--- config.mk ---
export PLATFORM = sky130hd
export DESIGN_NAME = feature_nms_threshold
export DESIGN_NICKNAME = d
export VERILOG_FILES = /design/src/rtl/feature_pkg.sv /design/src/rtl/line_frame_counter.sv /design/src/rtl/feature_nms_threshold.sv
export SDC_FILE = /design/constraint.sdc
export NUM_CORES = 1
export LEC_CHECK = 0
export ABC_CLOCK_PERIOD_IN_PS = 7800
export CAP_MARGIN = 20
export CORE_ASPECT_RATIO = 0.8
export CORE_MARGIN = 1
export CORE_UTILIZATION = 40
export CTS_CLUSTER_DIAMETER = 80
export DETAILED_ROUTE_END_ITERATION = 16
export DONT_BUFFER_PORTS = 1
export SLEW_MARGIN = 15
export SYNTH_ARGS = -nofsm -noshare
export SYNTH_HDL_FRONTEND = slang
export SYNTH_SLANG_ARGS = --single-unit
--- constraint.sdc ---
create_clock -name clock -period 7.8 [get_ports clock]
set_input_delay 1.17 -clock clock [delete_from_list [all_inputs] [get_ports clock]]
set_output_delay 1.17 -clock clock [all_outputs]
set_load 0.05 [all_outputs]
--- src/rtl/feature_pkg.sv ---
// Shared pixel/sample types for the downsampled feature pipeline
// (five_by_five_window -> feature_nms_threshold -> UpsamplerWrap).
package feature_pkg;

  localparam int PIX_W     = 8;
  localparam int DEF_IMG_W = 320;
  localparam int DEF_IMG_H = 240;

  typedef logic [PIX_W-1:0] pixel_t;

  typedef struct packed {
    pixel_t data;
    logic   blank;
  } sample_t;

  localparam sample_t BLANK_SAMPLE = '{data: {PIX_W{1'b0}}, blank: 1'b1};

  // Thresholded 1x3 local maximum: strict against the left neighbour,
  // non-strict against the right one, so a plateau keeps only its first pixel.
  function automatic logic is_feature(input pixel_t c, input pixel_t l,
                                      input pixel_t r, input pixel_t thr);
    return (c >= thr) && (c > l) && (c >= r);
  endfunction

endpackage

--- src/rtl/line_frame_counter.sv ---
// Column/row tracking for the valid-sample stream: detects line and frame ends,
// flags the threshold-capture point and latches a sticky line-length error.
module line_frame_counter
  import feature_pkg::*;
#(
  parameter int IMG_W = DEF_IMG_W,
  parameter int IMG_H = DEF_IMG_H
) (
  input  logic clock_i,
  input  logic reset_i,
  input  logic valid_i,
  input  logic blank_i,
  output logic frame_end_o,
  output logic thr_capture_o,
  output logic length_error_o
);

  localparam int COL_W = $clog2(IMG_W + 2);
  localparam int ROW_W = $clog2(IMG_H + 1);
  localparam logic [COL_W-1:0] COL_ZERO = {COL_W{1'b0}};
  localparam logic [COL_W-1:0] COL_ONE  = COL_W'(1);
  localparam logic [COL_W-1:0] COL_MAX  = {COL_W{1'b1}};
  localparam logic [COL_W-1:0] COL_FULL = COL_W'(IMG_W);
  localparam logic [ROW_W-1:0] ROW_ZERO = {ROW_W{1'b0}};
  localparam logic [ROW_W-1:0] ROW_ONE  = ROW_W'(1);
  localparam logic [ROW_W-1:0] ROW_LAST = ROW_W'(IMG_H - 1);

  logic [COL_W-1:0] col_q, col_d;
  logic [ROW_W-1:0] row_q, row_d;
  logic             err_q, err_d;
  logic             line_end_s;

  // A line ends at the first blanking sample after at least one active pixel.
  assign line_end_s     = valid_i && blank_i && (col_q != COL_ZERO);
  assign frame_end_o    = line_end_s && (row_q == ROW_LAST);
  assign thr_capture_o  = valid_i && !blank_i && (col_q == COL_ZERO) && (row_q == ROW_ZERO);
  assign length_error_o = err_q;

  // Next-state for column/row counters and the sticky length flag.
  always_comb begin
    col_d = col_q;
    row_d = row_q;
    err_d = err_q;
    if (valid_i && !blank_i) begin
      // Saturate so an overlong line can never wrap back to a legal count.
      col_d = (col_q == COL_MAX) ? col_q : col_q + COL_ONE;
    end else if (line_end_s) begin
      col_d = COL_ZERO;
      err_d = err_q | (col_q != COL_FULL);
      row_d = frame_end_o ? ROW_ZERO : row_q + ROW_ONE;
    end else begin
      col_d = col_q;
    end
  end

  // Counter state registers.
  always_ff @(posedge clock_i) begin
    if (reset_i) begin
      col_q <= COL_ZERO;
      row_q <= ROW_ZERO;
      err_q <= 1'b0;
    end else begin
      col_q <= col_d;
      row_q <= row_d;
      err_q <= err_d;
    end
  end

endmodule

--- src/rtl/feature_nms_threshold.sv ---
// Threshold + horizontal 1x3 non-maximum suppression on the window stage's
// pixel stream, with a per-frame count of surviving features.
module feature_nms_threshold
  import feature_pkg::*;
#(
  parameter int IMG_W = DEF_IMG_W,
  parameter int IMG_H = DEF_IMG_H,
  parameter int CNT_W = 17
) (
  input  logic             clock,
  input  logic             reset,
  input  logic [PIX_W-1:0] din,
  input  logic             blanking_in,
  input  logic             validin,
  input  logic [PIX_W-1:0] thresh,
  output logic [PIX_W-1:0] dout,
  output logic             blanking_out,
  output logic             validout,
  output logic             frame_done,
  output logic [CNT_W-1:0] frame_features,
  output logic             length_error
);

  localparam pixel_t           PIX_ZERO = {PIX_W{1'b0}};
  localparam logic [CNT_W-1:0] CNT_ZERO = {CNT_W{1'b0}};

  sample_t          new_s;
  pixel_t           right_s;
  logic             feat_s;
  logic [CNT_W-1:0] cnt_inc_s;
  logic             frame_end_s;
  logic             thr_cap_s;

  sample_t          c_q, c_d;
  pixel_t           l_q, l_d;
  pixel_t           thr_q, thr_d;
  logic [CNT_W-1:0] cnt_q, cnt_d;
  pixel_t           dout_q, dout_d;
  logic             blank_q, blank_d;
  logic             valid_q;
  logic             done_q, done_d;
  logic [CNT_W-1:0] feats_q, feats_d;

  line_frame_counter #(
    .IMG_W (IMG_W),
    .IMG_H (IMG_H)
  ) u_counter (
    .clock_i        (clock),
    .reset_i        (reset),
    .valid_i        (validin),
    .blank_i        (blanking_in),
    .frame_end_o    (frame_end_s),
    .thr_capture_o  (thr_cap_s),
    .length_error_o (length_error)
  );

  // The incoming sample is the right neighbour of the held centre pixel.
  assign new_s     = '{data: din, blank: blanking_in};
  assign right_s   = blanking_in ? PIX_ZERO : din;
  assign feat_s    = !c_q.blank && is_feature(c_q.data, l_q, right_s, thr_q);
  assign cnt_inc_s = {{(CNT_W-1){1'b0}}, feat_s};

  // Delay-line shift, decision output and feature tally on each accepted sample.
  always_comb begin
    c_d     = c_q;
    l_d     = l_q;
    thr_d   = thr_q;
    cnt_d   = cnt_q;
    dout_d  = PIX_ZERO;
    blank_d = blank_q;
    done_d  = 1'b0;
    feats_d = feats_q;
    if (validin) begin
      c_d     = new_s;
      l_d     = c_q.blank ? PIX_ZERO : c_q.data;
      blank_d = c_q.blank;
      dout_d  = feat_s ? c_q.data : PIX_ZERO;
      if (thr_cap_s) begin
        thr_d = thresh;
      end else begin
        thr_d = thr_q;
      end
      if (frame_end_s) begin
        feats_d = cnt_q + cnt_inc_s;
        cnt_d   = CNT_ZERO;
        done_d  = 1'b1;
      end else begin
        cnt_d = cnt_q + cnt_inc_s;
      end
    end else begin
      dout_d = PIX_ZERO;
    end
  end

  // Pipeline and output registers.
  always_ff @(posedge clock) begin
    if (reset) begin
      c_q     <= BLANK_SAMPLE;
      l_q     <= PIX_ZERO;
      thr_q   <= PIX_ZERO;
      cnt_q   <= CNT_ZERO;
      dout_q  <= PIX_ZERO;
      blank_q <= 1'b1;
      valid_q <= 1'b0;
      done_q  <= 1'b0;
      feats_q <= CNT_ZERO;
    end else begin
      c_q     <= c_d;
      l_q     <= l_d;
      thr_q   <= thr_d;
      cnt_q   <= cnt_d;
      dout_q  <= dout_d;
      blank_q <= blank_d;
      valid_q <= validin;
      done_q  <= done_d;
      feats_q <= feats_d;
    end
  end

  assign dout           = dout_q;
  assign blanking_out   = blank_q;
  assign validout       = valid_q;
  assign frame_done     = done_q;
  assign frame_features = feats_q;

endmodule

# Yosys cells after proc, flatten, opt, wreduce, memory -nomap -nowiden
# Index checks and enable logic that the tools add are counted.
# totals
input_bits	20
regBits	88
wordCells	56
# op_classes
n_eq_ne	4
order_cmp	3
n_bitwise	4
n_reduce_logical	21
mux	8
addsub	3
# op_table
op	n
9-bit 2-to-1 mux	3
8-bit 2-to-1 mux	3
17-bit by 1-bit adder with 17-bit output	1
17-bit 2-to-1 mux	1
8-bit >= comparator	2
9-bit by 1-bit adder with 9-bit output (second input constant)	1
9-bit equality test (second input constant)	1
1-bit logical AND	9
9-bit zero test	1
9-bit != test (second input constant)	1
9-bit nonzero test	1
8-bit by 1-bit adder with 8-bit output (second input constant)	1
8-bit equality test (second input constant)	1
8-bit > comparator	1
8-bit zero test	1
2-bit AND reduction	4
1-bit NOT	3
3-bit OR reduction	1
1-bit zero test	2
2-bit != test (second input constant)	1
2-bit nonzero test	1
2-bit OR reduction	1
1-bit 2-to-1 mux	1
1-bit bitwise OR	1

# Logic depth before layout (Yosys ltp)
# logic_depth
depth_word	6
mapped_depth	15
mapped_depth_nobuf	13

# Modules after synthesis
# From an unflattened synthesis, not the netlist that was laid out.
# unflattened
hier_cells	520
hier_area_um2	4364.2
# modules_own_cells
mod	instances	area_each_um2	seq_area_each_um2	cells_each
feature_nms_threshold	1	3362.0	1401.3	398
line_frame_counter	1	1002.2	360.3	122

# Worst setup path after synthesis
# No wires, ideal clock.
# synth_timing
path_kind	in2reg
startpoint	input blanking_in
endpoint	register cnt_q[16]
arrival_ns	3.706
required_ns	7.683
setup_time_ns	0.117
cell_stages	13
setup_slack_ns	3.977
path_cell_list	clkbuf_1 -> nand2b_1 -> ha_1 -> nand4_1 -> o31ai_1 -> o31ai_1 -> nor2_1 -> ha_1 -> nand3_1 -> nor4_2 -> and3_1 -> o21ai_0 -> a32o_1
# synth_via
elab_chain_cells	6
elab_cells_between_ends	9
# synth_rtl
item	line	text
start, declared	feature_nms_threshold.sv:13	input logic blanking_in,
8-bit 2-to-1 mux	feature_nms_threshold.sv:59	assign right_s = blanking_in ? PIX_ZERO : din;
8-bit >= comparator	feature_pkg.sv:22	return (c >= thr) && (c > l) && (c >= r);
1-bit logical AND	feature_pkg.sv:22	
1-bit logical AND	feature_nms_threshold.sv:60	assign feat_s = !c_q.blank && is_feature(c_q.data, l_q, right_s, thr_q);
17-bit by 1-bit adder with 17-bit output	feature_nms_threshold.sv:88	cnt_d = cnt_q + cnt_inc_s;
17-bit 2-to-1 mux (*)	feature_nms_threshold.sv:83	if (frame_end_s) begin
end signal, assigned	feature_nms_threshold.sv:111	cnt_q <= cnt_d;
end, declared	feature_nms_threshold.sv:37	logic [CNT_W-1:0] cnt_q, cnt_d;
# Mark *: on every way between the ends. The rest lies on a longest branch, timed or not.
# A chain may end at the register's enable or synchronous reset.

# Final worst setup path
# Same ends and word-level chain as after synthesis.

==> run metrics <==
later-pin clock latency in the skew report 0.34 ns; run status finished clean; P&R area growth vs syn 7.782%; Peak VDD IR 0.0001176 V; TritonCTS buffer count 9; WS Path Type in2reg; RSZ-0062 raised after global routing no; Area contributors post-synth dfxtp_1 40%, ha_1 8.8%, nor2_1 5.6%; Total Die Area 0.01148 mm^2; GP Congestion 0.7899; initial antenna violation count 0; Hold Vio Cnt, Final 0; worst hold path startpoint l_q[1]$_SDFFE_PP0P_; Detail Route Antenna Nets 0; drt total wl 9.635 mm; Synth Register Bits 88; worst-path maximum fanout 13; Mapped Nets 558; fraction of layout cells with a size suffix above 1 4.848%; Seq/Total Area, Yosys 39.84%; utilization after layout 45.44%; worst hold slack 0.4647 ns; CP Launch Type primary input; antenna fix cells 0; Lkg Pwr 1.693 nW; max-cap viol count 0; Wirelength per Cell 15.17 um; nets 542; die span in y 96.04 um; Resized cells post-CTS 0; Worst Path Required 8.02 ns; Clk network pwr share 44.4%; Reg power frac 49.0%; Post-Syn Area 0.004422 mm^2; PortBufs 0; vias in the first global route 3,104; fin crit period 3.661 ns; Avg Cell Area, Syn 8.721 um^2; pin count of the biggest net entering global routing 73; clock root cell clkbuf_16; Period Utilization, post-route 46.93%; Top Ports 49; launch point of the worst reg-to-reg path c_q[5]$_SDFFE_PP0P_; Post-synth top cells 88 x dfxtp_1, 66 x nor2_1, 36 x inv_1, 31 x ha_1, 30 x nand2_1; WHS Endpoint l_q[1]$_SDFFE_PP0P_; max-slew violations 0; # H-tree levels 3; initial core utilization 42.16%; area leader, netlist dfxtp_1; GR Overflow Total 0; Rel. slew slack 46.10%; count leader, synth dfxtp_1; Max clock buf depth 2; Post-synth ARST share 0%; prevailing post-synth register cell dfxtp_1; Sink Count 88; Clock transition at path regs 0.06 ns; DIE WIDTH 119.6 um; Worst-Margin Slew 0.8047 ns; total track usage 17.53%; post-synth top area share 39.84%; # rows 33; Fin Clk Skew 0.006656 ns; core area 0.01049 mm^2; combinational share of power 6.6%; crit path DAT 3.88 ns; PwrDens 200.1 mW/mm^2; dpl cell area 0.004477 mm^2; Power Internal 0.7389 mW; initial DRC count 197; design area 0.004766 mm^2; placed wire-length estimate 6.735 mm; worst setup margin 4.139 ns; Ys Warns 0; vias per inst 5.375; Post-synth EDFFs 0; Setup Viol. Count Final 0; cell count after synthesis 507; Reg2Reg Depth 11; first-pass GRT wire length 15.71 mm; DR DRC count 0; Setup TNS 0 ns; 1st-pass router iterations 4; Yosys cell types 47; critical path endpoint category flip-flop; via count 3,413; worst reg2reg endpoint cnt_q[16]$_SDFFE_PP0P_; DP Worst Slack 3.823 ns; HP Class reg2reg; CTS tree yes; Setup Buffers After CTS 0; R2R Setup Slk 4.48 ns; sw power 0.2148 mW; highest clock rate 273.2 MHz; switching share of power 22.52%; Hold Crit Depth 2; Post-CTS Hold Buffers 0
## worst max-delay path by stage
stage | startpoint | end | slack (ns) | depth (start not counted)
2_1_floorplan | blanking_in | cnt_q[16]$_SDFFE_PP0P_ | 3.98 | 13
3_3_place_gp | blanking_in | cnt_q[16]$_SDFFE_PP0P_ | 3.91 | 12
3_5_place_dp | blanking_in | cnt_q[16]$_SDFFE_PP0P_ | 3.82 | 12
4_1_cts | blanking_in | cnt_q[16]$_SDFFE_PP0P_ | 4.16 | 12
5_1_grt | blanking_in | frame_features[12]$_SDFFE_PP0P_ | 3.95 | 12
6_report | blanking_in | cnt_q[16]$_SDFFE_PP0P_ | 4.14 | 12
## state kept, by name, summed over array words and instances (netlist names)
name and count:
dout 8, validout 1, l_q 8, u_counter.row_q 8, frame_done 1, blanking_out 1, c_q 9, u_counter.col_q 9
cnt_q 17, thr_q 8, u_counter.length_error_o 1, frame_features 17
## worst max-delay path, cell delays in order
cell      delay, ns
nand2b_1       0.13
ha_1           0.32
nand4_1        0.13
o31ai_1        0.36
o31ai_1        0.12
nor2_1         0.17
ha_1           0.22
nand3_1        0.16
nor4_2         0.46
and3_1         0.28
o21ai_0        0.09
a32o_1         0.28
## cells by family (layout without fill, tap and decap cells)
family | count (synthesis) | after routing | synth area share (%)
buf+inv | 65 | 53 | 6.027
fa+ha+maj | 31 | 31 | 8.772
simple gates | 187 | 187 | 21.90
flops | 88 | 88 | 39.84
compound gates | 93 | 93 | 14.49
xor+xnor | 27 | 27 | 5.348
mux | 16 | 16 | 3.622
## placed cells by master, fill, tap and decap left out, types with 10 or more instances in the layout
cell      count
ha_1         31
mux2i_1      16
nand2b_1     10
inv_1        36
a21oi_1      28
xor2_1       11
nor3_1       15
nand2_1      30
dfxtp_1      88
nand4_1      14
nor2_1       66
o21ai_0      13
xnor2_1      16
a211oi_1     10
nand3_1      13
## final cells by class
cell class	count	area (um^2)
fillers	1044	5722
multi-input cells	354	2394
flip-flops and latches	88	1762
clock buffers	12	246.5
well taps	140	175.2
inverters	37	138.9
clock inverters	3	42.54
repair buffers	1	7.507
## layer usage
layer	vias to the layer above	GRT usage, %	wire length (um)
met2	61	26.20	4131
met4	0	5.521	97
met3	11	5.450	472
li1	1754	-	-
met1	1587	23.96	4934
met5	-	0	0
## per-stage QoR
stage	cells	total power [mW]
floorplan	507	0.5317
global placement	620	0.5384
detailed placement	620	0.5405
CTS	635	0.9679
global route	635	0.9959
finish	635	0.9537
## power groups by stage
| stage | clock (mW) | combinational [mW] | sequential [mW] |
|---|---|---|---|
| final | 0.423 | 0.0631 | 0.467 |
| after detailed placement | 0 | 0.0633 | 0.477 |
| after global routing | 0.455 | 0.0728 | 0.468 |
| after global placement | 0 | 0.0613 | 0.477 |
| after floorplan | 0 | 0.0575 | 0.474 |
| after CTS | 0.437 | 0.0638 | 0.467 |
No activity file was read; power rests on OpenSTA's default activity.
